**config.mk**
```make
export PLATFORM = sky130hd
export DESIGN_NAME = note_sequencer
export DESIGN_NICKNAME = d
export VERILOG_FILES = /design/src/rtl/note_pkg.sv /design/src/rtl/note_sequencer_tick_prescaler.sv /design/src/rtl/note_sequencer.sv
export SDC_FILE = /design/constraint.sdc
export NUM_CORES = 1
export LEC_CHECK = 0
export ABC_AREA = 0
export CAP_MARGIN = 30
export CORE_UTILIZATION = 50
export CTS_CLUSTER_SIZE = 14
export DETAILED_ROUTE_END_ITERATION = 8
export GPL_TIMING_DRIVEN = 0
export PLACE_DENSITY = 0.69
export SKIP_LAST_GASP = 1
export SLEW_MARGIN = 10
export SYNTH_ARGS = -nofsm -noshare
export SYNTH_HDL_FRONTEND = slang
export SYNTH_SLANG_ARGS = --single-unit
```
**constraint.sdc**
```tcl
create_clock -name clk -period 3.7 [get_ports clk]
set_input_delay 0.74 -clock clk [delete_from_list [all_inputs] [get_ports clk]]
set_output_delay 0.74 -clock clk [all_outputs]
set_load 0.02 [all_outputs]
```
**src/rtl/note_pkg.sv**
```systemverilog
// Shared types and constants for the note sequencer: note entry format, FSM states,
// the pitch frequency table, the elaboration-time half-period helper and the default song.
// Latency: n/a (constants only). Backpressure: n/a.
package note_pkg;

    // One song entry: pitch 0 is a rest, 63 ends the song, 1..48 are C3..B6.
    // Length of the entry is (dur+1) eighth notes.
    typedef struct packed {
        logic [5:0] pitch;
        logic [2:0] dur;
    } note_t;

    localparam logic [5:0] PITCH_REST = 6'd0;
    localparam logic [5:0] PITCH_END  = 6'd63;

    localparam int unsigned NUM_PITCHES = 48;
    localparam int unsigned SONG_MAX    = 32;

    // Equal-tempered frequencies rounded to whole Hz, C3 first.
    localparam int unsigned FREQ_HZ [NUM_PITCHES] = '{
         131,  139,  147,  156,  165,  175,  185,  196,  208,  220,  233,  247,
         262,  277,  294,  311,  330,  349,  370,  392,  415,  440,  466,  494,
         523,  554,  587,  622,  659,  698,  740,  784,  831,  880,  932,  988,
        1047, 1109, 1175, 1245, 1319, 1397, 1480, 1568, 1661, 1760, 1865, 1976
    };

    typedef enum logic [2:0] {
        IDLE,
        LOAD,
        SOUND,
        GAP,
        END
    } state_t;

    // Half period in clk cycles, rounded down. Rests and markers give 0.
    // Only ever called with constant arguments so it folds at elaboration.
    function automatic logic [19:0] half_period(input int unsigned clk_hz, input logic [5:0] pitch);
        logic [19:0] hp;
        hp = '0;
        if (pitch >= 6'd1 && pitch <= 6'd48) begin
            hp = 20'(clk_hz / (2 * FREQ_HZ[pitch - 6'd1]));
        end
        return hp;
    endfunction

    function automatic note_t nt(input logic [5:0] pitch, input logic [2:0] dur);
        note_t n;
        n.pitch = pitch;
        n.dur   = dur;
        return n;
    endfunction

    localparam logic [5:0] P_C4 = 6'd13;
    localparam logic [5:0] P_D4 = 6'd15;
    localparam logic [5:0] P_E4 = 6'd17;
    localparam logic [5:0] P_F4 = 6'd18;
    localparam logic [5:0] P_G4 = 6'd20;

    localparam logic [2:0] D_EIGHTH  = 3'd0;
    localparam logic [2:0] D_QUARTER = 3'd1;
    localparam logic [2:0] D_DOTTED  = 3'd2;
    localparam logic [2:0] D_HALF    = 3'd3;

    // Default melody (two phrases of Ode to Joy), index 0 leftmost.
    localparam note_t [0:SONG_MAX-1] SONG = {
        nt(P_E4, D_QUARTER), nt(P_E4, D_QUARTER), nt(P_F4, D_QUARTER), nt(P_G4, D_QUARTER),
        nt(P_G4, D_QUARTER), nt(P_F4, D_QUARTER), nt(P_E4, D_QUARTER), nt(P_D4, D_QUARTER),
        nt(P_C4, D_QUARTER), nt(P_C4, D_QUARTER), nt(P_D4, D_QUARTER), nt(P_E4, D_QUARTER),
        nt(P_E4, D_DOTTED),  nt(P_D4, D_EIGHTH),  nt(P_D4, D_HALF),
        nt(P_E4, D_QUARTER), nt(P_E4, D_QUARTER), nt(P_F4, D_QUARTER), nt(P_G4, D_QUARTER),
        nt(P_G4, D_QUARTER), nt(P_F4, D_QUARTER), nt(P_E4, D_QUARTER), nt(P_D4, D_QUARTER),
        nt(P_C4, D_QUARTER), nt(P_C4, D_QUARTER), nt(P_D4, D_QUARTER), nt(P_E4, D_QUARTER),
        nt(P_D4, D_DOTTED),  nt(P_C4, D_EIGHTH),  nt(P_C4, D_HALF),
        nt(PITCH_REST, D_QUARTER), nt(PITCH_END, D_EIGHTH)
    };

endpackage

```
**src/rtl/note_sequencer_tick_prescaler.sv**
```systemverilog
// Tick prescaler: one-cycle tick every DIV clocks; clr restarts the count so the next tick lands DIV clocks later.
// Latency: tick is combinational from the count register. Backpressure: none, free-running.
// Ports: clk, reset (sync, active-high), clr (restart count), tick (one-cycle pulse).
module tick_prescaler #(
    parameter int unsigned DIV = 50_000
) (
    input  logic clk,
    input  logic reset,
    input  logic clr,
    output logic tick
);

    localparam int unsigned CW = (DIV > 1) ? $clog2(DIV) : 1;

    logic [CW-1:0] cnt_q;
    logic          wrap;

    assign wrap = (cnt_q == CW'(DIV - 1));
    assign tick = wrap && !clr;

    always_ff @(posedge clk) begin
        if (reset || clr || wrap) begin
            cnt_q <= '0;
        end else begin
            cnt_q <= cnt_q + CW'(1);
        end
    end

endmodule

```
**src/rtl/note_sequencer.sv**
```systemverilog
// Melody sequencer: walks the note table, drives half-period + tone enable for each note then a silent gap.
// Latency: play at cycle N -> LOAD at N+1 -> tone_en at N+2. Backpressure: none; stop aborts, play while busy is ignored.
// Ports: clk, reset (sync, active-high), play/stop pulses, loop level; tone_period, tone_en, note_idx, busy, done.
module note_sequencer
    import note_pkg::*;
#(
    parameter int unsigned CLK_HZ       = 50_000_000,
    parameter int unsigned TICK_HZ      = 1000,
    parameter int unsigned EIGHTH_TICKS = 125,
    parameter int unsigned GAP_TICKS    = 20,
    parameter int unsigned SONG_LEN     = 32,
    parameter note_t [0:SONG_MAX-1] SONG_TBL = SONG
) (
    input  logic                        clk,
    input  logic                        reset,
    input  logic                        play,
    input  logic                        stop,
    input  logic                        loop,
    output logic [19:0]                 tone_period,
    output logic                        tone_en,
    output logic [$clog2(SONG_LEN)-1:0] note_idx,
    output logic                        busy,
    output logic                        done
);

    localparam int unsigned IW    = $clog2(SONG_LEN);
    localparam int unsigned SEL_W = $clog2(SONG_MAX);
    localparam int unsigned DIV   = CLK_HZ / TICK_HZ;

    if (SONG_LEN < 2 || SONG_LEN > SONG_MAX) begin : g_bad_len
        $error("note_sequencer: SONG_LEN must be 2..%0d", SONG_MAX);
    end
    if (GAP_TICKS < 1 || GAP_TICKS >= EIGHTH_TICKS) begin : g_bad_gap
        $error("note_sequencer: GAP_TICKS must be 1..EIGHTH_TICKS-1");
    end
    if (8 * EIGHTH_TICKS > 4095) begin : g_bad_tempo
        $error("note_sequencer: longest note overflows the 12-bit tick counter");
    end
    if (DIV < 1) begin : g_bad_tick
        $error("note_sequencer: TICK_HZ must not exceed CLK_HZ");
    end
    if (CLK_HZ / (2 * FREQ_HZ[0]) >= 2**20) begin : g_bad_clk
        $error("note_sequencer: CLK_HZ too large, C3 half period exceeds 20 bits");
    end

    // Half-period ROM, folded to constants at elaboration.
    logic [19:0] hp_tbl [64];
    for (genvar p = 0; p < 64; p++) begin : g_hp
        assign hp_tbl[p] = half_period(CLK_HZ, 6'(p));
    end

    state_t          state_q;
    logic [19:0]     tone_period_q;
    logic            tone_en_q;
    logic [IW-1:0]   note_idx_q;
    logic            busy_q;
    logic [11:0]     cnt_q;
    logic [2:0]      dur_q;

    logic            tick;
    note_t           entry;
    logic [11:0]     cnt_inc;
    logic [11:0]     sound_tgt;
    logic            last_entry;

    tick_prescaler #(
        .DIV (DIV)
    ) u_tick (
        .clk   (clk),
        .reset (reset),
        .clr   (state_q == LOAD),
        .tick  (tick)
    );

    assign entry      = SONG_TBL[SEL_W'(note_idx_q)];
    assign cnt_inc    = (cnt_q == 12'hFFF) ? cnt_q : cnt_q + 12'd1;
    // Audible part of the note; the gap is carved out of the note length.
    assign sound_tgt  = 12'((32'(dur_q) + 32'd1) * EIGHTH_TICKS - GAP_TICKS);
    assign last_entry = (note_idx_q == IW'(SONG_LEN - 1));

    always_ff @(posedge clk) begin
        if (reset) begin
            state_q       <= IDLE;
            tone_period_q <= '0;
            tone_en_q     <= 1'b0;
            note_idx_q    <= '0;
            busy_q        <= 1'b0;
            cnt_q         <= '0;
            dur_q         <= '0;
        end else if (stop && state_q != IDLE) begin
            state_q    <= IDLE;
            tone_en_q  <= 1'b0;
            note_idx_q <= '0;
            busy_q     <= 1'b0;
        end else begin
            case (state_q)
                IDLE: begin
                    // A simultaneous stop cancels the start.
                    if (play && !stop) begin
                        state_q    <= LOAD;
                        note_idx_q <= '0;
                        busy_q     <= 1'b1;
                    end
                end
                LOAD: begin
                    if (entry.pitch == PITCH_END) begin
                        state_q <= END;
                    end else begin
                        state_q       <= SOUND;
                        tone_period_q <= hp_tbl[entry.pitch];
                        tone_en_q     <= (entry.pitch != PITCH_REST);
                        dur_q         <= entry.dur;
                        cnt_q         <= '0;
                    end
                end
                SOUND: begin
                    if (tick) begin
                        if (cnt_inc >= sound_tgt) begin
                            state_q   <= GAP;
                            tone_en_q <= 1'b0;
                            cnt_q     <= '0;
                        end else begin
                            cnt_q <= cnt_inc;
                        end
                    end
                end
                GAP: begin
                    if (tick) begin
                        if (cnt_inc >= 12'(GAP_TICKS)) begin
                            cnt_q <= '0;
                            if (last_entry) begin
                                state_q <= END;
                            end else begin
                                note_idx_q <= note_idx_q + IW'(1);
                                state_q    <= LOAD;
                            end
                        end else begin
                            cnt_q <= cnt_inc;
                        end
                    end
                end
                END: begin
                    if (loop) begin
                        note_idx_q <= '0;
                        state_q    <= LOAD;
                    end else begin
                        state_q <= IDLE;
                        busy_q  <= 1'b0;
                    end
                end
                default: begin
                    state_q <= IDLE;
                    busy_q  <= 1'b0;
                end
            endcase
        end
    end

    assign tone_period = tone_period_q;
    assign tone_en     = tone_en_q;
    assign note_idx    = note_idx_q;
    assign busy        = busy_q;
    // done marks the single END cycle that will drop to IDLE; loop is a
    // synchronised level, so the decode is clean and lets loop be judged in END itself.
    assign done        = (state_q == END) && !loop && !stop;

endmodule

```
Yosys cells after proc, flatten, opt, wreduce, memory -nomap -nowiden
Memories as Yosys holds them, arrays and structs flattened. A register that Yosys moved wholly into a read port is not among the register bits.
Cells that the tools add are included.

word-level totals
  register bits = 41
  ROM bits = 1,568
  input bits = 5
  word-level logic and storage cells = 95
  memories kept = 2

memory list
  name             depth  bits a word  read ports  clocked after Yosys merged registers in  write ports  line                   source
  (no name shown)  64     20           1           1                                        0            note_sequencer.sv:110  tone_period_q <= hp_tbl[entry.pitch];
  (no name shown)  32     9            1           0                                        0            note_sequencer.sv:75   assign entry = SONG_TBL[SEL_W'(note_idx_q)];

cells by class
  add/sub/neg operators = 5
  $mul = 1
  magnitude comparators = 3
  equality and inequality tests = 17
  multiplexer cells = 31
  bitwise operators = 5
  reductions and logical operators = 24

operator list
  operator                                               number
  2-to-1 mux 12 bit                                      6
  one-hot mux 12 bit (3 select lines)                    1
  2-to-1 mux 5 bit                                       5
  2-to-1 mux 3 bit                                       7
  2-to-1 mux 9 bit                                       2
  != test 2 bit (second input constant)                  9
  adder 16 x 1 -> 16 bit (second input constant)         1
  == test 16 bit (second input constant)                 1
  one-hot mux 3 bit (5 select lines)                     1
  one-hot mux 5 bit (3 select lines)                     1
  adder 12 x 1 -> 12 bit (second input constant)         1
  == test 12 bit (second input constant)                 1
  >= comparator 12 bit                                   1
  >= comparator 12 x 5 -> 1 bit (second input constant)  1
  subtractor 11 x 5 -> 12 bit (second input constant)    1
  multiplier 4 x 7 -> 11 bit (second input constant)     1
  AND reduction 5 bit                                    2
  nonzero test 3 bit                                     3
  NOT 6 -> 7 bit                                         1
  == test 3 x 2 -> 1 bit (second input constant)         2
  == test 6 bit (second input constant)                  1
  >= comparator 6 bit (second input constant)            1
  2-to-1 mux 1 bit                                       6
  NOT 5 -> 6 bit                                         1
  19 further kinds                                       29

Longest topological paths before layout
Gate-level depths: netlist (run 1).

  depth after elaboration = 7
  mapped depth = 14
  depth with buffers taken out = 14

By module
A second synthesis (run 1) with hierarchy kept.

unflattened totals
  cells, all modules = 655
  area, all modules = 5,143.7 µm²

by module, submodules not included
  module          times used  cells each  area each (µm²)  seq. area each (µm²)
  note_sequencer  1           571         4,354.2          840.8
  tick_prescaler  1           84          789.5            320.3

Worst setup path before layout (run 1)
No wires, ideal clock.

  path kind = register to register
  start = register dur_q[0]
  end = register cnt_q[1]
  data arrival time = 3,130 ps
  setup slack = 438 ps
  cell stages (with the launch flop) = 15
  period minus slack after synthesis = 3,262 ps
  cell sequence = dfxtp_1 inv_1 ha_1 inv_1 fa_1 inv_1 ha_1 xnor2_1 ha_1 nand2_1 o31a_1 nor4b_1 nor2_1 o211ai_1 a21oi_1

between the ends
  longest elaborated chain between the ends = 7

ends and longest elaborated chain
  element                              line                   source
  from (decl)                          note_sequencer.sv:58   logic [2:0] dur_q;
  from (signal assigned)               note_sequencer.sv:112  dur_q <= entry.dur;
  adder 3 x 1 -> 4 bit                 note_sequencer.sv:78   assign sound_tgt = 12'((32'(dur_q) + 32'd1) * EIGHTH_TICKS - GAP_TICKS);
  multiplier 4 x 7 -> 11 bit           note_sequencer.sv:78
  subtractor 11 x 5 -> 12 bit          note_sequencer.sv:78
  >= comparator 12 bit                 note_sequencer.sv:118  if (cnt_inc >= sound_tgt) begin
  2-to-1 mux 12 bit                    note_sequencer.sv:118
  2-to-1 mux 12 bit                    note_sequencer.sv:117  if (tick) begin
  one-hot mux 12 bit (3 select lines)  note_sequencer.sv:96   case (state_q)
  to (signal assigned)                 note_sequencer.sv:123  cnt_q <= cnt_inc;
  to (signal assigned)                 note_sequencer.sv:138  cnt_q <= cnt_inc;
  to (decl)                            note_sequencer.sv:57   logic [11:0] cnt_q;

No other way between the ends. The select of a mux whose other input is x is not followed.
A chain may end at the register's enable or synchronous reset.

Worst setup path in the final report (run 1)
  start = register note_idx_q[0] (netlist: note_idx[0])
  end = register tone_period_q[6] (netlist: tone_period[6])

between the ends
  longest elaborated chain between the ends = 7
  elaborated cells on any way between the ends = 8
  classes of those cells = 1 x eq/ne; 2 x mux; 3 x bitwise; 1 x reduce/logical; 1 x memory

ends and longest elaborated chain
  element                                                line                   source
  from (decl)                                            note_sequencer.sv:55   logic [IW-1:0] note_idx_q;
  from (signal assigned)                                 note_sequencer.sv:134  note_idx_q <= note_idx_q + IW'(1);
  NOT 5 -> 6 bit (not written as such) *                 note_sequencer.sv:75
  memory (32 x 9 bit) *                                  n/a
  2-to-1 mux 9 bit (not written as such) * (2 in a row)  note_sequencer.sv:75
  == test 6 bit                                          note_sequencer.sv:106  if (entry.pitch == PITCH_END) begin
  NOT 1 bit (no line)                                    n/a
  AND reduction 3 bit (no line)                          n/a
  to (decl)                                              note_sequencer.sv:53   logic [19:0] tone_period_q;

Mark *: on every way between the ends. The rest lies on a longest branch, timed or not. The select of a mux whose other input is x is not followed.

==> results of run 1 <==
## power groups by stage
stage / clock (mW) / sequential [mW] / combinational, mW
finish: 0.766 / 0.742 / 0.679
detailed placement: 0 / 0.754 / 0.637
global placement: 0 / 0.748 / 0.629
CTS: 0.772 / 0.740 / 0.652
floorplan: 0 / 0.794 / 0.387
global route: 0.799 / 0.749 / 0.743
## what timing repair did
item | CTS | global route
gates cloned | 0 | 0
endpoints found under the setup margin | 36 | 29
gates resized for setup | 14 | 29
## registers in the layout (all words and copies together), names as in the netlist
signal	count
tone_period	18
u_tick.cnt_q	16
cnt_q	12
note_idx	5
state_q	3
dur_q	2
busy	1
tone_en	1
## kinds of logic after synthesis
group | share of synthesized area, %
buffers and inverters | 6.85
adders and majority gates | 9.22
DFF | 23.4
other | 0.0755
muxes | 1.46
xor gates and xnor gates | 3.35
AOI/OAI and AO/OA | 28.9
and+or+nand+nor | 26.8
## cells in the final DEF, fill, tap and decap left out, types with 8 or more instances in the layout
cell | netlist | final
a211oi_1 | 18 | 17
a21oi_1 | 56 | 56
a311oi_1 | 8 | 8
and2_1 | 11 | 11
and3_1 | 12 | 12
buf_2 | 12 | 12
buf_4 | 6 | 8
clkbuf_1 | 16 | 11
clkbuf_8 | 1 | 10
clkdlybuf4s50_1 | 0 | 28
dfxtp_1 | 58 | 53
ha_1 | 35 | 32
inv_1 | 24 | 21
nand2_1 | 71 | 71
nand3_1 | 23 | 23
nand4_1 | 8 | 8
nor2_1 | 79 | 77
nor3_1 | 18 | 17
o211ai_1 | 14 | 14
o21ai_0 | 28 | 27
o21ai_1 | 10 | 11
xnor2_1 | 9 | 8
xor2_1 | 10 | 10
## final timing paths
kind,from,endpoint,slack (ns),cells after the start
max reg2reg,note_idx[0]$_SDFFE_PP0P_,tone_period[6]$_SDFFE_PP0P_,0.04,12
min,u_tick.cnt_q[0]$_SDFF_PP0_,u_tick.cnt_q[0]$_SDFF_PP0_,0.44,1
max,note_idx[0]$_SDFFE_PP0P_,tone_period[6]$_SDFFE_PP0P_,0.04,12
min reg2reg,u_tick.cnt_q[0]$_SDFF_PP0_,u_tick.cnt_q[0]$_SDFF_PP0_,0.44,1
## worst max-delay path, delay by kind of cell (launching register included)
kind / cells / cell delay, ns
compound gates: 5 / 1.53
buf+inv: 2 / 0.32
mux: 1 / 0.21
simple gates: 2 / 0.34
flops: 1 / 0.44
fa+ha+maj: 2 / 0.71
## layout make-up
type / count / area share (%)
well taps: 133 / 2.87
clock buffers: 9 / 2.13
flip-flops and latches: 58 / 20.1
multi-input cells: 544 / 61.7
inverters: 25 / 1.68
plain buffers: 41 / 4.35
repair buffers: 29 / 4.96
clock inverters: 7 / 2.16
## routing by layer
metal	vias to the layer above	share of wire [%]	wire length [µm]
li1	2543	-	-
met1	2622	46	7750
met2	285	43	7340
met3	48	8.6	1450
met4	0	2.6	449
met5	-	0	0
==> flow_summary.json, run 1 <==
{
  "status": "completed",
  "p_seq_share_pct": 33.9,
  "yosysUniqueCellTypes": 78,
  "first_global_vias": 4977,
  "rows": 36,
  "postLayoutCoreUtil_pct": 59.9,
  "seq_area_um2": 1170,
  "internal-power_mw": 1.42,
  "wire_per_inst_um": 20.1,
  "multi_input_area_um2": 3580,
  "drcViolationCount": 0,
  "drtPass1Iterations": 5,
  "start_util_pct": 51.3,
  "die_h_um": 102,
  "cp_max_fo": 12,
  "p_leak_nw": 2.09,
  "use_met2_pct": 50.8,
  "async_reset_ff_share_pct": 0,
  "p_per_area_nw_per_um2": 377,
  "critPathSlowestCell": "a2111oi_0",
  "worstPathCellList": "inv_1 > ha_1 > mux2i_1 > a211oi_2 > nor2_1 > inv_2 > ha_1 > a2111oi_0 > a31o_2 > a21oi_1 > a2111oi_0 > nor3_1",
  "synth_area_um2": 4970,
  "dp_slack_ns": -0.610,
  "ir_worst_vdd_uv": 229,
  "drtAntennaViolNets": 0,
  "grt_overflow_total": 0,
  "antenna_found_initial": 0,
  "max_cap_viol_count": 0,
  "io_buffer_count": 28,
  "use_met1_pct": 48.1,
  "core_um2": 9680,
  "ctsHtreeMaxLevel": 3,
  "fin_setup_tns_ns": 0,
  "swShare_pct": 35.2,
  "wirelength_um": 17000,
  "hold_buffers": 0,
  "gp_congestion": 1.02,
  "synthFlopType": "dfxtp_1",
  "worstMarginPinSlew_ns": 0.750,
  "fin_ws_ns": 0.0429,
  "synth-seq-area-share_pct": 23.4,
  "postSynthCellCount": 669,
  "ys_ff_latch": 58,
  "synth.area.top_cells": "dfxtp_1, ha_1, nor2_1, a21oi_1, nand2_1",
  "cp-start-kind": "flop",
  "grt_max_degree": 13,
  "fmax_mhz": 273,
  "cts_setup_buffers": 0,
  "holdWs_ns": 0.445,
  "design.die.area_um2": 10300,
  "clockBufferDepth": 2,
  "synth_top_area_cell": "dfxtp_1",
  "diodes": 0,
  "dr_total_vias": 5498,
  "max_stage_delay_ns": 0.60,
  "chipWidth_um": 102,
  "drive_above_1_share_pct": 13.6,
  "p_clk_share_pct": 35.0,
  "hpwl_um": 12100,
  "avgSynthCellArea_um2": 7.42,
  "grt_pass1_wl_um": 26500,
  "stdcell_area_um2": 5810,
  "clock_sinks": 58,
  "finalNonFillerCells": 846,
  "placed_area_um2": 5430,
  "cts_tree": "built",
  "synth.top_cells.by_count": "nor2_1, nand2_1, dfxtp_1, a21oi_1, ha_1",
  "io_pins": 33,
  "clk_latency_ns": 0.35,
  "layout-area-overhead-vs-synth_pct": 16.9,
  "clk_pin_slew_ns": 0.08,
  "cp.required_ns": 3.93,
  "clock_skew_ns": 0.0141,
  "finalCriticalPeriod_ns": 3.66,
  "hold_class": "reg -> reg",
  "root_buffer": "clkbuf_8",
  "power.total_mw": 2.19,
  "drtIter0Drc": 478,
  "p_sw_mw": 0.769,
  "use_met3_pct": 5.59,
  "hold_violations": 0,
  "yosysWarnings": 0,
  "fin_nets": 749,
  "synth.top_cell.area_share_pct": 23.4,
  "dp_cells": 832,
  "setup-violations-final": 0,
  "numCtsBuffers": 9,
  "crit_path_end_kind": "flop",
  "synth_edf_count": 0,
  "maxSlewViolCount": 0,
  "combPwrFrac_pct": 31.1,
  "fill_cells": 940,
  "arrival_ns": 3.89,
  "synth_most_common_cell": "nor2_1",
  "slew_headroom_pct": 50.0,
  "viasPerCell": 6.50,
  "grt-busiest-layer": "met2",
  "fin_crit_sh_pct": 98.8,
  "critical_path_class": "reg -> reg",
  "track_usage_pct": 33.5
}
(Power assumes the default switching activity.)
==> run 2, diff against run 1 <==
--- a/config.mk
+++ b/config.mk
@@ -7,13 +7,12 @@
 export LEC_CHECK = 0
 export ABC_AREA = 0
 export CAP_MARGIN = 30
+export CORE_ASPECT_RATIO = 0.7
 export CORE_UTILIZATION = 50
-export CTS_CLUSTER_SIZE = 14
 export DETAILED_ROUTE_END_ITERATION = 8
 export GPL_TIMING_DRIVEN = 0
 export PLACE_DENSITY = 0.69
 export SKIP_LAST_GASP = 1
-export SLEW_MARGIN = 10
 export SYNTH_ARGS = -nofsm -noshare
 export SYNTH_HDL_FRONTEND = slang
 export SYNTH_SLANG_ARGS = --single-unit
==> flow_summary.json, run 2 (synthesized netlist as in run 1, its figures left out) <==
{
  "status": "completed",
  "setup-violations-final": 0,
  "track_usage_pct": 33.8,
  "critPathMostFrequentCell": "inv_1",
  "cp_num_buf_inv": 3,
  "p_leak_nw": 2.08,
  "first_global_vias": 4945,
  "finalNonFillerCells": 841,
  "antenna_found_initial": 0,
  "rsz0062_at_grt": "true",
  "fin_nets": 749,
  "fill_cells": 883,
  "p_per_area_nw_per_um2": 382,
  "grt_pass1_wl_um": 27200,
  "hpwl_um": 12500,
  "cp_max_fo": 10,
  "viasPerCell": 6.67,
  "crit_path_end_kind": "flop",
  "drcViolationCount": 0,
  "wire_per_inst_um": 20.6,
  "die_h_um": 85.4,
  "grt_max_degree": 13,
  "fin_setup_tns_ns": 0,
  "arrival_ns": 3.92,
  "worstMarginPinSlew_ns": 0.765,
  "power.total_mw": 2.22,
  "fmax_mhz": 272,
  "fin_ws_ns": 0.0239,
  "placed_area_um2": 5420,
  "dp_slack_ns": -0.614,
  "dr_total_vias": 5606,
  "layout_commonest_cell": "nor2_1",
  "max_stage_delay_ns": 0.68,
  "clk_pin_slew_ns": 0.06,
  "holdWs_ns": 0.453,
  "fin_crit_sh_pct": 99.4,
  "design.die.area_um2": 10300,
  "diodes": 0,
  "io_buffer_count": 28,
  "cts_tree": "built",
  "drtIter0Drc": 755,
  "chipWidth_um": 121,
  "clock_sinks": 58,
  "clockBufferDepth": 2,
  "drtPass1Iterations": 5,
  "numCtsBuffers": 9,
  "final_cell_mix": "nor2_1, nand2_1, a21oi_1",
  "worstPathCellList": "inv_1 > ha_1 > mux2i_1 > a211oi_1 > a31o_2 > inv_1 > ha_2 > inv_1 > a222oi_1 > o221ai_1 > a211oi_1",
  "dp_cells": 827,
  "hold_buffers": 0,
  "drive_above_1_share_pct": 13.6,
  "ir_worst_vdd_uv": 216,
  "start_util_pct": 51.3,
  "slew_headroom_pct": 48.6,
  "critical_path_class": "reg -> reg",
  "drtAntennaViolNets": 0,
  "crit_family": "compound AO/OA/AOI/OAI gates",
  "largest_reg_flops": 18,
  "postLayoutCoreUtil_pct": 59.9,
  "critPathSlowestCell": "a222oi_1",
  "hold_class": "reg -> reg",
  "ctsHtreeMaxLevel": 3,
  "hold_violations": 0,
  "root_buffer": "clkbuf_16",
  "max_cap_viol_count": 0,
  "cp.required_ns": 3.95,
  "stdcell_area_um2": 5800,
  "maxSlewViolCount": 0,
  "core_um2": 9680,
  "rows": 30,
  "grt_overflow_total": 0,
  "finalCriticalPeriod_ns": 3.68,
  "io_pins": 33,
  "cp-start-kind": "flop",
  "wirelength_um": 17300,
  "clock_skew_ns": 0.00708,
  "clk_latency_ns": 0.34,
  "gp_congestion": 1.00,
  "layout-area-overhead-vs-synth_pct": 16.9
}
run 2: changes by cell type in the layout (fill, tap and decap cells not counted), moves of 2 or more:
cell        previous run  this run
clkbuf_16              0         9
clkbuf_8              10         1
bufinv_16              3         0
ha_2                   2         5
clkinv_4               3         1
clkinvlp_4             1         3
ha_1                  32        30
run 2: cell type report:
cell class                 count  area (µm²)  share of cell area [%]
buffer                        41         250                    4.31
clock buffer                   9         225                    3.88
clock inverter                 7        53.8                   0.927
inverter                      25        93.8                    1.62
multi-input combinational    544        3570                    61.4
sequential                    58        1170                    20.1
tap                          128         160                    2.76
timing repair buffer          29         288                    4.96
run 2: where the power goes:
group | internal [mW] | leakage, nW | switching (mW)
clock | 0.457 | 0.128 | 0.342
sequential | 0.691 | 0.472 | 0.0530
combinational | 0.274 | 1.48 | 0.401
total | 1.42 | 2.08 | 0.796
run 2: final timing paths:
| path | from | end | slack, ns | cells after the start |
|---|---|---|---|---|
| hold / removal | u_tick.cnt_q[0]$_SDFF_PP0_ | u_tick.cnt_q[0]$_SDFF_PP0_ | 0.45 | 1 |
| setup / recovery | note_idx[1]$_SDFFE_PP0P_ | tone_period[0]$_SDFFE_PP0P_ | 0.02 | 11 |
| setup reg to reg | note_idx[1]$_SDFFE_PP0P_ | tone_period[0]$_SDFFE_PP0P_ | 0.02 | 11 |
| hold reg to reg | u_tick.cnt_q[0]$_SDFF_PP0_ | u_tick.cnt_q[0]$_SDFF_PP0_ | 0.45 | 1 |
run 2: worst reg2reg max path: cells and delay by family (launching register included):
family	cells	cell delay (ns)
compound gates	5	1.63
fa+ha+maj	2	0.74
buf+inv	3	0.60
flops	1	0.45
mux	1	0.17
run 2: what timing repair did:
| action | CTS | global route |
|---|---|---|
| gates cloned | 0 | 0 |
| resized for setup | 14 | 24 |
| endpoints found under the setup margin | 33 | 31 |
| pin swaps | 0 | 1 |
| setup buffers | 0 | 0 |
run 2: metal layers:
| layer | GRT usage, % | vias up | wire (µm) |
|---|---|---|---|
| met2 | 46.8 | 389 | 6960 |
| li1 | - | 2549 | - |
| met5 | 0 | - | 0 |
| met3 | 11.3 | 47 | 2180 |
| met4 | 8.64 | 0 | 357 |
| met1 | 49.4 | 2621 | 7810 |
==> run 3, diff against run 2 <==
--- a/config.mk
+++ b/config.mk
@@ -6,12 +6,14 @@
 export NUM_CORES = 1
 export LEC_CHECK = 0
 export ABC_AREA = 0
+export ABC_CLOCK_PERIOD_IN_PS = 3700
 export CAP_MARGIN = 30
 export CORE_ASPECT_RATIO = 0.7
 export CORE_UTILIZATION = 50
 export DETAILED_ROUTE_END_ITERATION = 8
 export GPL_TIMING_DRIVEN = 0
 export PLACE_DENSITY = 0.69
+export SETUP_SLACK_MARGIN = 0.3
 export SKIP_LAST_GASP = 1
 export SYNTH_ARGS = -nofsm -noshare
 export SYNTH_HDL_FRONTEND = slang
==> flow_summary.json, run 3 (synthesized netlist as in run 1, its figures left out) <==
{
  "status": "completed",
  "p_leak_nw": 2.21,
  "arrival_ns": 3.50,
  "fmax_mhz": 301,
  "critPathMostFrequentCell": "ha_4",
  "postLayoutCoreUtil_pct": 63.5,
  "hold_class": "reg -> reg",
  "start_util_pct": 51.3,
  "ir_worst_vdd_uv": 217,
  "ctsHtreeMaxLevel": 3,
  "p_clk_share_pct": 34.7,
  "layout-area-overhead-vs-synth_pct": 23.8,
  "root_buffer": "clkbuf_16",
  "drcViolationCount": 0,
  "slew_headroom_pct": 47.1,
  "hold_buffers": 0,
  "drtPass1Iterations": 8,
  "io_buffer_count": 28,
  "clock_sinks": 58,
  "p_sw_mw": 0.843,
  "stdcell_area_um2": 6150,
  "diodes": 0,
  "grt_pass1_wl_um": 27500,
  "internal-power_mw": 1.47,
  "crit_family": "adder cells",
  "core_um2": 9680,
  "maxSlewViolCount": 0,
  "worstPathCellList": "inv_8 > ha_4 > inv_1 > fa_1 > inv_2 > ha_4 > xnor2_2 > ha_1 > nand2_1 > o31a_1 > nor4b_4 > buf_4 > nor2_4 > o21ai_1 > a211oi_2",
  "hpwl_um": 12500,
  "fill_cells": 833,
  "drtAntennaViolNets": 0,
  "seq_area_um2": 1190,
  "clk_latency_ns": 0.34,
  "worstMarginPinSlew_ns": 0.794,
  "clockBufferDepth": 2,
  "multi_input_area_um2": 3770,
  "cp_num_buf_inv": 4,
  "finalCriticalPeriod_ns": 3.32,
  "grt_overflow_total": 0,
  "rows": 30,
  "dp_slack_ns": -0.614,
  "cp.required_ns": 3.88,
  "die_h_um": 85.4,
  "dp_cells": 827,
  "max_stage_delay_ns": 0.52,
  "numCtsBuffers": 9,
  "fin_ws_ns": 0.379,
  "combPwrFrac_pct": 33.3,
  "cp-start-kind": "flop",
  "chipWidth_um": 121,
  "drtIter0Drc": 773,
  "clk_pin_slew_ns": 0.06,
  "p_seq_share_pct": 32.0,
  "power.total_mw": 2.31,
  "track_usage_pct": 34.3,
  "io_pins": 33,
  "cts_tree": "built",
  "critical_path_class": "reg -> reg",
  "first_global_vias": 4976,
  "critPathSlowestCell": "fa_1",
  "swShare_pct": 36.5,
  "cp_max_fo": 6,
  "layout_commonest_cell": "nor2_1",
  "fin_nets": 762,
  "drive_above_1_share_pct": 19.0,
  "finalNonFillerCells": 854,
  "wire_per_inst_um": 21.0,
  "rsz0062_at_grt": "true",
  "max_cap_viol_count": 0,
  "largest_reg_flops": 18,
  "antenna_found_initial": 0,
  "grt_max_degree": 13,
  "clock_skew_ns": 0.0108,
  "p_per_area_nw_per_um2": 375,
  "hold_violations": 0,
  "fin_setup_tns_ns": 0,
  "final_cell_mix": "nor2_1, nand2_1, a21oi_1",
  "crit_path_end_kind": "flop",
  "design.die.area_um2": 10300,
  "holdWs_ns": 0.455,
  "setup-violations-final": 0,
  "dr_total_vias": 5649,
  "gp_congestion": 1.00,
  "viasPerCell": 6.61,
  "fin_crit_sh_pct": 89.8,
  "placed_area_um2": 5420,
  "wirelength_um": 17900
}
run 3: cell count changes in the layout (fill, tap and decap cells not counted), moves of 3 or more:
cell	change
inv_1	-4
xnor2_1	-3
dfxtp_1	-6
dfxtp_4	+6
ha_4	+7
buf_4	+10
xnor2_2	+3
ha_2	-5
run 3: timing repair:
action,in CTS,in global routing
endpoints found under the setup margin,36,35
cloned,0,1
pin swaps,1,21
gates resized for setup,38,61
setup buffers,2,8
run 3: final cells by class:
class	instances	area share [%]
inverters	25	1.79
repair buffers	39	5.90
flip-flops and latches	58	19.3
multi-input cells	545	61.3
clock buffers	9	3.66
clock inverters	7	0.875
well taps	128	2.60
plain buffers	43	4.56
run 3: final timing paths:
kind,start,cells past startpoint,slack [ns],to
setup / recovery,dur_q[0]$_SDFFE_PP0P_,15,0.38,cnt_q[6]$_SDFFE_PP0P_
hold / removal,u_tick.cnt_q[0]$_SDFF_PP0_,1,0.46,u_tick.cnt_q[0]$_SDFF_PP0_
setup reg to reg,dur_q[0]$_SDFFE_PP0P_,15,0.38,cnt_q[6]$_SDFFE_PP0P_
hold reg to reg,u_tick.cnt_q[0]$_SDFF_PP0_,1,0.46,u_tick.cnt_q[0]$_SDFF_PP0_
run 3: layer usage:
layer	global-route usage (%)	share of wire (%)	vias up
li1	-	-	2574
met1	50.2	45	2653
met2	47.9	41	376
met3	10.7	12	46
met4	8.42	2.0	0
met5	0	0	-
run 3: power by group through the flow:
| stage | sequential [mW] | clock [mW] | combinational (mW) |
|---|---|---|---|
| after floorplan | 0.794 | 0 | 0.387 |
| after global placement | 0.748 | 0 | 0.621 |
| after detailed placement | 0.754 | 0 | 0.633 |
| after CTS | 0.742 | 0.810 | 0.666 |
| after global routing | 0.745 | 0.835 | 0.821 |
| final | 0.739 | 0.802 | 0.768 |
run 3: worst reg2reg max path, cell delays in order (launching register included):
cell and delay, ns:
dfxtp_4 0.37, inv_8 0.08, ha_4 0.14, inv_1 0.05
fa_1 0.52, inv_2 0.05, ha_4 0.23, xnor2_2 0.14
ha_1 0.31, nand2_1 0.06, o31a_1 0.33, nor4b_4 0.35
buf_4 0.20, nor2_4 0.06, o21ai_1 0.20, a211oi_2 0.09
